<file path="src/rtl/stack_cpu_core.sv">
// rtl/stack_cpu_core.sv - parametrised stack processor core with on-chip data stack and req/ready memory port
module stack_cpu_core #(
    parameter int          WIDTH       = 16,
    parameter int          DEPTH       = 8,
    parameter logic [15:0] ENTRY_POINT = 16'h0020
) (
    input  logic                       clk,
    input  logic                       rst,
    input  logic                       mem_ready,
    input  logic [WIDTH-1:0]           mem_rdata,
    output logic                       mem_req,
    output logic                       mem_we,
    output logic [WIDTH-1:0]           mem_addr,
    output logic [WIDTH-1:0]           mem_wdata,
    output logic                       halted,
    output logic                       error,
    output logic [1:0]                 error_code,
    output logic [$clog2(DEPTH+1)-1:0] sp_level,
    output logic [WIDTH-1:0]           tos
);

    localparam int SPW = $clog2(DEPTH + 1);
    localparam int AW  = $clog2(DEPTH);

    localparam logic [5:0] OP_NOP   = 6'h00;
    localparam logic [5:0] OP_PUSH  = 6'h01;
    localparam logic [5:0] OP_POP   = 6'h02;
    localparam logic [5:0] OP_DUP   = 6'h03;
    localparam logic [5:0] OP_SWAP  = 6'h04;
    localparam logic [5:0] OP_ADD   = 6'h08;
    localparam logic [5:0] OP_SUB   = 6'h09;
    localparam logic [5:0] OP_AND   = 6'h0A;
    localparam logic [5:0] OP_OR    = 6'h0B;
    localparam logic [5:0] OP_XOR   = 6'h0C;
    localparam logic [5:0] OP_LOAD  = 6'h10;
    localparam logic [5:0] OP_STORE = 6'h11;
    localparam logic [5:0] OP_JMP   = 6'h18;
    localparam logic [5:0] OP_JZ    = 6'h19;
    localparam logic [5:0] OP_HALT  = 6'h3F;

    typedef enum logic [2:0] {
        S_FETCH,
        S_EXEC,
        S_MEM_RD,
        S_MEM_WR,
        S_HALT,
        S_ERROR
    } state_t;

    state_t           state;
    state_t           state_nxt;

    logic [WIDTH-1:0] pc;
    logic [WIDTH-1:0] ir;
    logic [WIDTH-1:0] stack_mem [DEPTH];
    logic [SPW-1:0]   sp;

    logic [5:0]       opcode;
    logic [WIDTH-1:0] imm;
    logic [SPW-1:0]   sp_m1;
    logic [SPW-1:0]   sp_m2;
    logic [AW-1:0]    top_idx;
    logic [AW-1:0]    nxt_idx;
    logic [AW-1:0]    push_idx;
    logic [WIDTH-1:0] top_val;
    logic [WIDTH-1:0] nxt_val;
    logic [WIDTH-1:0] alu_res;

    logic [SPW-1:0]   need;
    logic             grows;
    logic             illegal;
    logic             fault;
    logic [1:0]       fault_code;
    logic             exec_ok;

    assign opcode   = ir[WIDTH-1 -: 6];
    assign imm      = {6'b0, ir[WIDTH-7:0]};

    // Slot indices wrap harmlessly when the stack is shallow; every use is
    // guarded by the operand check or by sp_level.
    assign sp_m1    = sp - SPW'(1);
    assign sp_m2    = sp - SPW'(2);
    assign top_idx  = sp_m1[AW-1:0];
    assign nxt_idx  = sp_m2[AW-1:0];
    assign push_idx = sp[AW-1:0];
    assign top_val  = stack_mem[top_idx];
    assign nxt_val  = stack_mem[nxt_idx];

    assign sp_level = sp;
    assign tos      = (sp == '0) ? '0 : top_val;
    assign exec_ok  = (state == S_EXEC) && !fault;

    // Decode operand demand and classify faults for the instruction in EXEC
    always_comb begin
        need       = '0;
        grows      = 1'b0;
        illegal    = 1'b0;
        fault      = 1'b0;
        fault_code = 2'd0;
        case (opcode)
            OP_NOP, OP_JMP, OP_HALT: begin
            end
            OP_PUSH:                 grows = 1'b1;
            OP_POP, OP_JZ, OP_LOAD:  need  = SPW'(1);
            OP_DUP: begin
                need  = SPW'(1);
                grows = 1'b1;
            end
            OP_SWAP, OP_ADD, OP_SUB, OP_AND, OP_OR, OP_XOR, OP_STORE:
                                     need  = SPW'(2);
            default:                 illegal = 1'b1;
        endcase
        if (illegal) begin
            fault      = 1'b1;
            fault_code = 2'd3;
        end else if (sp < need) begin
            fault      = 1'b1;
            fault_code = 2'd2;
        end else if (grows && (sp == SPW'(DEPTH))) begin
            fault      = 1'b1;
            fault_code = 2'd1;
        end
    end

    // Binary ALU: a = next, b = top, result replaces next
    always_comb begin
        alu_res = '0;
        case (opcode)
            OP_ADD:  alu_res = nxt_val + top_val;
            OP_SUB:  alu_res = nxt_val - top_val;
            OP_AND:  alu_res = nxt_val & top_val;
            OP_OR:   alu_res = nxt_val | top_val;
            OP_XOR:  alu_res = nxt_val ^ top_val;
            default: alu_res = '0;
        endcase
    end

    // Next-state and memory port outputs; rst kills any request combinationally
    always_comb begin
        state_nxt = state;
        mem_req   = 1'b0;
        mem_we    = 1'b0;
        mem_addr  = pc;
        mem_wdata = '0;
        case (state)
            S_FETCH: begin
                mem_req = 1'b1;
                if (mem_ready) state_nxt = S_EXEC;
            end
            S_EXEC: begin
                if (fault) begin
                    state_nxt = S_ERROR;
                end else begin
                    case (opcode)
                        OP_LOAD:  state_nxt = S_MEM_RD;
                        OP_STORE: state_nxt = S_MEM_WR;
                        OP_HALT:  state_nxt = S_HALT;
                        default:  state_nxt = S_FETCH;
                    endcase
                end
            end
            S_MEM_RD: begin
                mem_req  = 1'b1;
                mem_addr = top_val;
                if (mem_ready) state_nxt = S_FETCH;
            end
            S_MEM_WR: begin
                mem_req   = 1'b1;
                mem_we    = 1'b1;
                mem_addr  = top_val;
                mem_wdata = nxt_val;
                if (mem_ready) state_nxt = S_FETCH;
            end
            S_HALT, S_ERROR: state_nxt = state;
            default:         state_nxt = S_FETCH;
        endcase
        if (rst) begin
            mem_req = 1'b0;
            mem_we  = 1'b0;
        end
    end

    // State register
    always_ff @(posedge clk) begin
        if (rst) state <= S_FETCH;
        else     state <= state_nxt;
    end

    // PC, instruction register, stack pointer and sticky status
    always_ff @(posedge clk) begin
        if (rst) begin
            pc         <= WIDTH'(ENTRY_POINT);
            ir         <= '0;
            sp         <= '0;
            halted     <= 1'b0;
            error      <= 1'b0;
            error_code <= 2'd0;
        end else begin
            case (state)
                S_FETCH: if (mem_ready) begin
                    ir <= mem_rdata;
                    pc <= pc + WIDTH'(1);
                end
                S_EXEC: begin
                    if (fault) begin
                        error      <= 1'b1;
                        error_code <= fault_code;
                    end else begin
                        case (opcode)
                            OP_PUSH, OP_DUP: sp <= sp + SPW'(1);
                            OP_POP, OP_ADD, OP_SUB, OP_AND, OP_OR, OP_XOR:
                                             sp <= sp_m1;
                            OP_JMP:          pc <= imm;
                            OP_JZ: begin
                                sp <= sp_m1;
                                if (top_val == '0) pc <= imm;
                            end
                            OP_HALT:         halted <= 1'b1;
                            default: begin
                            end
                        endcase
                    end
                end
                S_MEM_WR: if (mem_ready) sp <= sp_m2;
                default: begin
                end
            endcase
        end
    end

    // Stack register file writes; contents survive reset by design
    always_ff @(posedge clk) begin
        if (!rst) begin
            if (exec_ok) begin
                case (opcode)
                    OP_PUSH: stack_mem[push_idx] <= imm;
                    OP_DUP:  stack_mem[push_idx] <= top_val;
                    OP_SWAP: begin
                        stack_mem[top_idx] <= nxt_val;
                        stack_mem[nxt_idx] <= top_val;
                    end
                    OP_ADD, OP_SUB, OP_AND, OP_OR, OP_XOR:
                             stack_mem[nxt_idx] <= alu_res;
                    default: begin
                    end
                endcase
            end else if ((state == S_MEM_RD) && mem_ready) begin
                stack_mem[top_idx] <= mem_rdata;
            end
        end
    end

endmodule

</file>
<file path="config.mk">
export PLATFORM = sky130hd
export DESIGN_NAME = stack_cpu_core
export DESIGN_NICKNAME = d
export VERILOG_FILES = /design/src/rtl/stack_cpu_core.sv
export SDC_FILE = /design/constraint.sdc
export NUM_CORES = 1
export LEC_CHECK = 0
export CAP_MARGIN = 25
export CORE_MARGIN = 2
export CORE_UTILIZATION = 40
export DETAILED_ROUTE_END_ITERATION = 10
export PLACE_DENSITY = 0.53
export SYNTH_ARGS = -nofsm -noshare
export SYNTH_HDL_FRONTEND = slang
export SYNTH_SLANG_ARGS = --single-unit
</file>
<file path="constraint.sdc">
create_clock -name clk -period 10.4 [get_ports clk]
set_input_delay 2.08 -clock clk [delete_from_list [all_inputs] [get_ports clk]]
set_output_delay 2.08 -clock clk [all_outputs]
set_load 0.01 [all_outputs]
</file>
==> summary.md <==
| Metric | Value |
|---|---|
| Gr ovfl total | `0` |
| Top cells by area, synth | `edfxtp_1 (31%), mux4_2 (11%), dfxtp_1 (6.8%)` |
| Setup crit start kind | `register` |
| CTS tree | `built` |
| Area delta synth->final | `14.03%` |
| Share of layout cells above drive strength 1 | `around an eighth` |
| Critical path peak fanout | `49` |
| Final wirelength | `42320 um` |
| Net switching power | `0.0006442 W` |
| Cells after Synth | `1309` |
| Worst vdd ir | `between 0.1 and 0.15 mV` |
| Post-Syn Area per Cell | `9.614 um^2` |
| Setup TNS | `0 ps` |
| Worst relative slew slack | `1.342%` |
| Placed wire-length estimate | `30410 um` |
| CP endpoint kind | `register` |
| Detail Route Antenna Nets | `0` |
| First-pass GRT wire length | `64310 um` |
| Net Count, Synth | `1386` |
| Achievable frequency | `145.4 MHz` |
| CP Data Required Time | `10660 ps` |
| Main synth FF type | `edfxtp_1` |
| Clk pwr share | `roughly a third` |
| Tot GR Track Use | `26.04%` |
| CTS Sinks | `approximately 170` |
| Slew of the pin with the lowest slew margin | `between 1000 and 1500 ps` |
| Async S/R FF share, synth | `0%` |
| Clock buffer depth | `2` |
| Worst min-delay path class | `register to register` |
| Largest area contributor in the netlist | `edfxtp_1` |
| Initial antenna violation count | `0` |
| Placed Area | `13740 um^2` |
| Number of global-route vias before repair | `between 10000 and 15000` |
| WS Path Type | `register to register` |
| Setup Viol. Count Final | `0` |
| Synth top area share | `30.54%` |
| Post-route DRC | `0` |
| Tcrit/Tclk final | `66.12%` |
| Mapped cell area | `between 10000 and 15000 um^2` |
| Post-CTS Hold Buffers | `0` |
| Clk_skew | `12.08 ps` |
| Worst-path clk slew | `80 ps` |
| Worst-Skew Late Latency | `450 ps` |
| Via/cell ratio | `between 6 and 7` |
| Die Width | `181.4 um` |
| Root buffer cell | `clkbuf_16` |
| Time the worst path needs with I/O delays and setup | `6876 ps` |
| Fin area | `14350 um^2` |
| Cell row count | `between 60 and 70` |
| Leak | `approximately 5.3 nW` |
| Sw frac | `33.59%` |
| IO Count | `77` |
| Vias | `between 10000 and 15000` |
| Pin count of the biggest net entering global routing | `50` |
| Combinational share of power | `24.6%` |
| Post-cts sizing count | `0` |
| H-tree levels | `4` |
| Crit path DAT | `7130 ps` |
| Initial DRC count | `1069` |
| Number of port buffers | `76` |
| Ant diodes | `0` |
| CTS Buf Count | `17` |
| Seq cells post-synth | `171` |
| Post-CTS Setup Bufs | `0` |
| Cell Pwr Density | `133.7 nW/um^2` |
| Core Region | `30750 um^2` |
| EDFF count, synth | `128` |
| Ys Warns | `0` |
| Synth cell count leaders | `nor2_1 (200), a21oi_1 (165), edfxtp_1 (128)` |
| P_int | `approximately 0.0013 W` |
| Max-cap violations | `0` |
| Netlist cell types | `73` |
| Initial core utilization | `around two fifths` |
| Nets | `1425` |
| Status | `finished clean` |
| Most frequent cell after synthesis | `nor2_1` |
| Drt pass-1 iters | `5` |
| Placer congestion estimate | `0.9111` |
| DR WL/cell | `24.08 um` |
| Final hold viol count | `0` |
| RSZ-0062 raised after global routing | `false` |
| Max-slew violations | `0` |
| Register area share after synthesis | `37.38%` |
| Die Ht | `181.4 um` |
| Die area | `32900 um^2` |
| Sequential power share | `40.4%` |
==> worst max-delay path, cell delays in order, from the launching register on <==
cell and delay [ps]:
dfxtp_4 690, inv_2 270, ha_2 610, buf_4 630, mux4_2 410, mux2i_1 700, nand4_1 320, o21ai_0 290
xnor2_1 110, ha_1 440, nand4_1 150, a221o_1 280, a31oi_1 270, nor2_1 110, xnor2_1 150, a21oi_1 90
a22oi_1 740, nor2_1 110, a21oi_1 250
==> path summary, 6_finish.rpt <==
check                                  from  slack [ps]  cells after the start          endpoint
worst max register to register  sp_level[0]        3520                     18  stack_mem[3][13]
worst min-delay path                 halted         480                      2            halted
worst min register to register       halted         480                      2            halted
worst max-delay path            sp_level[0]        3520                     18  stack_mem[3][13]
==> cell families (layout without fill, tap and decap cells) <==
group,count (synthesis),in the layout,synth area share [%]
DFF,171,171,37.38
adders and majority gates,58,58,5.826
and+or+nand+nor,422,422,15.10
muxes,151,151,18.19
AOI/OAI and AO/OA,346,346,16.75
xor gates and xnor gates,32,32,2.376
buffers and inverters,129,181,4.365
==> final cells by class <==
cell class,instances,area (um^2)
fillers,2936,16400
multi-input cells,1009,7388
inverters,44,165.2
flip-flops and latches,171,4710
clock buffers,17,425.4
clock inverters,15,175.2
well taps,396,495.5
repair buffers,105,991.0
==> power by group through the flow <==
stage / clock, W / sequential [W] / combinational (W)
after floorplan: 0 / 0.000775 / 0.000337
after global placement: 0 / 0.000789 / 0.000461
after detailed placement: 0 / 0.000790 / 0.000463
after CTS: 0.000675 / 0.000774 / 0.000466
after global routing: 0.000709 / 0.000778 / 0.000518
final: 0.000673 / 0.000774 / 0.000471
==> stage by stage <==
step	power (W)	setup slack, ps	hold slack, ps	utilization (%)	std cells
2_1_floorplan	0.001112	4830	445.5	-	1309
3_3_place_gp	0.001250	3699	452.6	44.58	1722
3_5_place_dp	0.001253	3673	457.2	44.70	1724
4_1_cts	0.001916	3636	476.3	46.65	1756
5_1_grt	0.002005	3141	506.5	46.67	1757
6_report	0.001918	3524	476.5	46.67	1757
==> state kept, by name, summed over array words and instances, names as in the netlist <==
register    count
halted          1
pc             16
sp_level        4
state           3
error_code      2
stack_mem     128
ir             16
error           1
==> placed cells by master, fill, tap and decap left out, drive strengths merged, types with 9 or more instances in the layout <==
master,Yosys,final
a211oi,9,9
a21oi,165,165
a22oi,22,22
and2,21,21
and3,10,10
buf,29,30
clkbuf,56,17
clkdlybuf4s50,0,75
dfxtp,43,43
edfxtp,128,128
ha,57,57
inv,44,52
mux2,9,9
mux2i,81,81
mux4,61,61
nand2,98,98
nand2b,14,14
nand3,14,14
nand4,10,10
nor2,200,200
nor3,23,23
o21ai,75,75
xnor2,24,24
==> routing by layer <==
| metal | vias to the layer above | track usage, % | part of all wire [%] |
|---|---|---|---|
| li1 | 4948 | - | - |
| met1 | 5173 | 36.15 | 45 |
| met2 | 443 | 41.61 | 46 |
| met3 | 68 | 4.493 | 7.0 |
| met4 | 0 | 8.228 | 2.5 |
| met5 | - | 0 | 0 |
(Power assumes the default switching activity.)
